==> config.mk <==
export PLATFORM = sky130hd
export DESIGN_NAME = link_watchdog
export DESIGN_NICKNAME = d
export VERILOG_FILES = /design/src/rtl/link_watchdog_pkg.sv /design/src/rtl/link_watchdog_wd_timer.sv /design/src/rtl/link_watchdog.sv
export SDC_FILE = /design/constraint.sdc
export NUM_CORES = 1
export LEC_CHECK = 0
export BUFFER_PORTS_ARGS = -buffer_cell sky130_fd_sc_hd__buf_2
export CAP_MARGIN = 5
export CORE_MARGIN = 3
export CORE_UTILIZATION = 50
export DETAILED_ROUTE_END_ITERATION = 6
export GPL_ROUTABILITY_DRIVEN = 0
export HOLD_SLACK_MARGIN = 0.05
export PLACE_DENSITY = 0.72
export RECOVER_POWER = 25
export SYNTH_ARGS = -nofsm -noshare
export SYNTH_HDL_FRONTEND = slang
export SYNTH_SLANG_ARGS = --single-unit
==> constraint.sdc <==
create_clock -name clk -period 2.35 [get_ports clk]
set_input_delay 0.47 -clock clk [delete_from_list [all_inputs] [get_ports clk]]
set_output_delay 0.47 -clock clk [all_outputs]
set_load 0.02 [all_outputs]
==> src/rtl/link_watchdog_pkg.sv <==
// Shared constants for the link watchdog and the reset generator it feeds.
// Both blocks derive their timing from the single clock-rate constant below.
package link_watchdog_pkg;

  // FSM state encoding (also exported on the debug state port)
  localparam int WD_STATE_W = 3;
  localparam logic [WD_STATE_W-1:0] WD_IDLE    = 3'd0;
  localparam logic [WD_STATE_W-1:0] WD_ARMED   = 3'd1;
  localparam logic [WD_STATE_W-1:0] WD_TRIG    = 3'd2;
  localparam logic [WD_STATE_W-1:0] WD_HOLDOFF = 3'd3;
  localparam logic [WD_STATE_W-1:0] WD_FAULT   = 3'd4;

  // System clock rate; timeout is half a second, holdoff 11 seconds
  localparam longint unsigned WD_CLK_HZ = 64'd100_000_000;
  localparam logic [31:0] WD_TIMEOUT_DEF   = 32'(WD_CLK_HZ / 64'd2);
  localparam logic [31:0] WD_HOLDOFF_DEF   = 32'(WD_CLK_HZ * 64'd11);
  localparam logic [3:0]  WD_MAX_RETRY_DEF = 4'd3;

  // Saturating increment used for the retry counter
  function automatic logic [3:0] wd_sat_inc(input logic [3:0] value, input logic [3:0] limit);
    return (value >= limit) ? limit : value + 4'd1;
  endfunction

endpackage

==> src/rtl/link_watchdog_wd_timer.sv <==
// Shared watchdog timer: synchronous clear, count enable, and a terminal-count
// flag against a limit chosen at run time by the FSM (timeout or holdoff).
// The counter reloads to zero on its own terminal count, so it never wraps.
module wd_timer
  import link_watchdog_pkg::*;
#(
  parameter int unsigned CNT_W = 32
) (
  input  logic             clk,
  input  logic             rst_n,
  input  logic             clr,
  input  logic             en,
  input  logic [CNT_W-1:0] limit,
  output logic             tc
);

  logic [CNT_W-1:0] count_reg;
  logic [CNT_W-1:0] count_next;

  // Terminal count is the last cycle of a limit-long interval
  assign tc = (count_reg == (limit - CNT_W'(1)));

  // Next-count selection: clear wins, then count with self-reload at terminal
  always_comb begin
    count_next = count_reg;
    if (clr) begin
      count_next = '0;
    end else if (en) begin
      count_next = tc ? '0 : count_reg + CNT_W'(1);
    end
  end

  // Counter register with asynchronous reset
  always_ff @(posedge clk or negedge rst_n) begin
    if (!rst_n) begin
      count_reg <= '0;
    end else begin
      count_reg <= count_next;
    end
  end

endmodule

==> src/rtl/link_watchdog.sv <==
// Activity watchdog feeding the system reset generator. Watches a data-path
// strobe; after TIMEOUT silent clocks it emits a one-cycle rst_trig, then
// ignores the link for HOLDOFF clocks while the reset completes. After
// MAX_RETRY unrecovered triggers it latches fault until fault_clr.
module link_watchdog
  import link_watchdog_pkg::*;
#(
  parameter int unsigned      CNT_W     = 32,
  parameter logic [CNT_W-1:0] TIMEOUT   = CNT_W'(WD_TIMEOUT_DEF),
  parameter logic [CNT_W-1:0] HOLDOFF   = CNT_W'(WD_HOLDOFF_DEF),
  parameter logic [3:0]       MAX_RETRY = WD_MAX_RETRY_DEF
) (
  input  logic                  clk,
  input  logic                  rst_n,
  input  logic                  enable,
  input  logic                  activity,
  input  logic                  manual_trig,
  input  logic                  fault_clr,
  output logic                  rst_trig,
  output logic                  fault,
  output logic [3:0]            retry_cnt,
  output logic [WD_STATE_W-1:0] state
);

  logic [WD_STATE_W-1:0] state_reg;
  logic [WD_STATE_W-1:0] state_next;
  logic [3:0]            retry_reg;
  logic [3:0]            retry_next;
  logic                  rst_trig_reg;
  logic                  fault_reg;

  logic                  timer_clr;
  logic                  timer_en;
  logic                  timer_tc;
  logic [CNT_W-1:0]      timer_limit;

  // The one timer measures silence in ARMED and the reset wait in HOLDOFF
  assign timer_limit = (state_reg == WD_HOLDOFF) ? HOLDOFF : TIMEOUT;

  wd_timer #(
    .CNT_W (CNT_W)
  ) u_timer (
    .clk   (clk),
    .rst_n (rst_n),
    .clr   (timer_clr),
    .en    (timer_en),
    .limit (timer_limit),
    .tc    (timer_tc)
  );

  // Next-state, retry and timer-control decode; timer is cleared on every
  // state change so each interval starts from zero
  always_comb begin
    state_next = state_reg;
    retry_next = retry_reg;
    timer_clr  = 1'b1;
    timer_en   = 1'b0;
    case (state_reg)
      WD_IDLE: begin
        // Stay disarmed until the stream has been seen alive once
        if (enable && manual_trig) begin
          state_next = WD_TRIG;
        end else if (enable && activity) begin
          state_next = WD_ARMED;
          retry_next = '0;
        end
      end
      WD_ARMED: begin
        timer_clr = 1'b0;
        timer_en  = 1'b1;
        if (!enable) begin
          state_next = WD_IDLE;
          timer_clr  = 1'b1;
        end else if (manual_trig) begin
          // Software request is not a retry, even on the timeout edge
          state_next = WD_TRIG;
          timer_clr  = 1'b1;
        end else if (activity) begin
          // Link alive: restart the silence window and forgive retries
          retry_next = '0;
          timer_clr  = 1'b1;
        end else if (timer_tc) begin
          timer_clr = 1'b1;
          if (retry_reg >= MAX_RETRY) begin
            state_next = WD_FAULT;
          end else begin
            state_next = WD_TRIG;
            retry_next = wd_sat_inc(retry_reg, MAX_RETRY);
          end
        end
      end
      WD_TRIG: begin
        state_next = WD_HOLDOFF;
      end
      WD_HOLDOFF: begin
        // Link is deliberately ignored while the downstream reset runs
        timer_clr = 1'b0;
        timer_en  = 1'b1;
        if (!enable) begin
          state_next = WD_IDLE;
          timer_clr  = 1'b1;
        end else if (timer_tc) begin
          state_next = WD_ARMED;
          timer_clr  = 1'b1;
        end
      end
      WD_FAULT: begin
        if (fault_clr) begin
          state_next = WD_IDLE;
          retry_next = '0;
        end
      end
      default: begin
        state_next = WD_IDLE;
        retry_next = '0;
      end
    endcase
  end

  // State, retry count and registered outputs; outputs track the next state
  // so rst_trig is high exactly during the TRIG cycle
  always_ff @(posedge clk or negedge rst_n) begin
    if (!rst_n) begin
      state_reg    <= WD_IDLE;
      retry_reg    <= '0;
      rst_trig_reg <= 1'b0;
      fault_reg    <= 1'b0;
    end else begin
      state_reg    <= state_next;
      retry_reg    <= retry_next;
      rst_trig_reg <= (state_next == WD_TRIG);
      fault_reg    <= (state_next == WD_FAULT);
    end
  end

  assign rst_trig  = rst_trig_reg;
  assign fault     = fault_reg;
  assign retry_cnt = retry_reg;
  assign state     = state_reg;

endmodule

==> impl_metrics.tcl <==
set metrics [dict create \
    grt_max_degree 33 \
    rsz0062_at_grt "true" \
    yosys.area.top_type "dfrtp_1" \
    drv_cap 0 \
    dp_hpwl_mm 3.02 \
    cp.arrival_ns 2.56 \
    root_buffer "clkbuf_8" \
    r2r_cells 7 \
    first_iter_violations 86 \
    setup_ws_ns -0.0347 \
    critPathTopFamily "simple AND/OR/NAND/NOR gates" \
    slew_headroom 0.491 \
    numCtsBuffers 5 \
    wirelength_mm 4.18 \
    total_power_mw 1.60 \
    dr.pass1.iters 4 \
    synth_area_um2 2170 \
    synthCells 226 \
    drv_slew 0 \
    synth-edff-count 0 \
    largest_reg_flops 32 \
    ys_async_sr_fraction 1.00 \
    antenna_found_initial 0 \
    start_util 0.530 \
    finalSetupViolCount 28 \
    synth-simple-area-share 0.297 \
    area_growth_syn_to_layout_pct 16.3 \
    grt_pass1_wl_mm 7.29 \
    hp-start "u_timer.count_reg[0]" \
    p_leak_nw 1.07 \
    hold_viol_final 0 \
    clkSinkCount 41 \
    synth_flop_cell "dfrtp_1" \
    synth_nets 234 \
    status "finished with violations" \
    fin_tns_setup_ns -0.699 \
    fin_crit_ns 2.38 \
    yosys-top-cells-area "dfrtp_1 (47%), nor2_1 (7.8%), xnor2_1 (6.5%)" \
    vdd_ir_drop_max_mv 0.445 \
    clk_path_buf_depth 2 \
    skew_ns 0.0114 \
    synth_compound_area_frac 0.0566 \
    synth_cell_types 40 \
    fmax_mhz 419 \
    path_cells "or4_1, or4_4, a2111oi_4, or2_1, o21bai_4, buf_12, nor2_1" \
    die_area_um2 5160 \
    clk_pin_slew_ns 0.08 \
    critPathMaxFanout 13 \
    clock_latency_ns 0.29 \
    syn_avg_cell_area_um2 9.58 \
    numPortBuffers 14 \
    htree_levels 2 \
    cpPeakStageDelay_ns 0.51 \
    die_w_um 71.8 \
    grt_pass1_vias 1582 \
    drive_above_1_share 0.185 \
    avgRoutedWirePerCell_um 13.5 \
    violations "setup timing" \
    antenna_cells 0 \
    route.vias.total 1701 \
    synth-xor-area-share 0.121 \
    viasPerCell 5.49 \
    pin_count 15 \
    grt_overflow 0 \
    ant_nets 0 \
    endpoint_kind "flip-flop" \
    cts_tree "yes" \
    min_path_cells 1 \
    worstMarginPinSlew_ns 0.763 \
    holdPathEnd "u_timer.count_reg[0]" \
    nFillCells 372 \
    worst_setup_path_start_kind "flip-flop" \
    fin_crit_sh 1.01 \
    crit_type "flip-flop to flip-flop" \
    yosysWarnings 0 \
    synth_fa_ha_area_frac 0.0116 \
    fp-row-count 23 \
    required_ns 2.52 \
    core_area_um2 4090 \
    ys_seq_area_frac 0.474 \
    die_y_um 71.8 \
    ys_ff_latch 41 \
    post-synth-top-count-cell "nor2_1" \
    synthMuxAreaShare 0.00520 \
    synth_top_area_frac 0.474 \
    r2r-start "u_timer.count_reg[30]" \
    synth_top_family_by_area "simple AND/OR/NAND/NOR gates" \
    path_buf_inv 1 \
    drc 0 \
    nets 268 \
    synth.cells.most_frequent "nor2_1 (45), dfrtp_1 (41), nand2_1 (17)" \
    crit_slowest_cell "or4_1" \
    track_usage 0.183 \
    r2r_end "u_timer.count_reg[29]" \
    hp-class "flip-flop to flip-flop" \
    power.density_nw_per_um2 634 \
    whs_ns 0.496 \
    r2r_slack_ns -0.03 \
]
-- kinds of logic (layout without fill, tap and decap cells) --
family                     after synthesis  count (layout)
and+or+nand+nor                        125             125
DFF                                     41              41
xor gates and xnor gates                30              30
buffers and inverters                   14              48
AOI/OAI and AO/OA                       13              13
adders and majority gates                2               2
muxes                                    1               1
-- layout make-up --
| type | instances | area, µm² | share of cell area |
|---|---|---|---|
| Clock buffer | 6 | 72.6 | 0.0288 |
| Clock inverter | 1 | 5.00 | 0.00199 |
| Inverter | 8 | 30.0 | 0.0119 |
| Multi-Input combinational cell | 171 | 1080 | 0.430 |
| Sequential cell | 41 | 1030 | 0.408 |
| Tap cell | 50 | 62.6 | 0.0248 |
| Timing Repair Buffer | 33 | 239 | 0.0948 |
-- repair_timing --
action / in CTS / in global routing
gates resized for setup: 1 / 6
setup buffers: 2 / 0
endpoints found under the setup margin: 32 / 35
hold buffers: 1 / 0
hold endpoints to repair: 9 / 0
pin swaps: 5 / 3
-- layer usage --
metal	track usage	share of wire	up-vias
met5	0	0	-
met4	0.0689	0.018	0
met3	0.0463	0.036	9
met2	0.276	0.47	37
met1	0.256	0.47	814
li1	-	-	841
-- worst register-to-register path, cell delays in order (launching register included) --
cell	delay (ns)
dfrtp_1	0.38
or4_1	0.51
or4_4	0.44
a2111oi_4	0.35
or2_1	0.19
o21bai_4	0.18
buf_12	0.17
nor2_1	0.05
-- cell usage in the layout, fill, tap and decap left out, drive strengths merged, types with 3 or more instances in the layout --
cell	synthesis	final
or2	3	3
nand3	11	11
nand4	11	11
clkbuf	3	9
and2	8	8
and3	6	6
o21ai	3	3
inv	8	8
nor2	45	45
xnor2	16	16
nor3	7	7
nand2b	3	3
dfrtp	41	41
buf	3	29
xor2	14	14
nand2	17	17
-- worst max path at each step --
stage / startpoint / to / slack, ns / cells after the start
floorplan: u_timer.count_reg[9] / u_timer.count_reg[27] / 0.01 / 7
global placement: u_timer.count_reg[30] / u_timer.count_reg[9] / 0.04 / 7
detailed placement: u_timer.count_reg[30] / u_timer.count_reg[2] / 0.008 / 7
CTS: u_timer.count_reg[30] / u_timer.count_reg[22] / -0.06 / 7
global route: u_timer.count_reg[9] / u_timer.count_reg[18] / -0.16 / 7
finish: u_timer.count_reg[30] / u_timer.count_reg[29] / -0.03 / 7
-- where the power goes --
part	internal, mW	switching (mW)
clock network	0.202	0.226
logic	0.188	0.230
registers	0.736	0.0146
-- metrics by stage --
step | setup slack (ns) | utilization | instances | area, µm²
final | -0.0347 | 0.617 | 310 | 2520
after global routing | -0.158 | 0.617 | 310 | 2520
after CTS | -0.0603 | 0.613 | 310 | 2510
after detailed placement | 0.00798 | 0.587 | 300 | 2400
after global placement | 0.0436 | 0.587 | 300 | 2400
after floorplan | 0.00953 | - | 226 | 2170
Note: power is estimated with default switching activity, not from simulation.
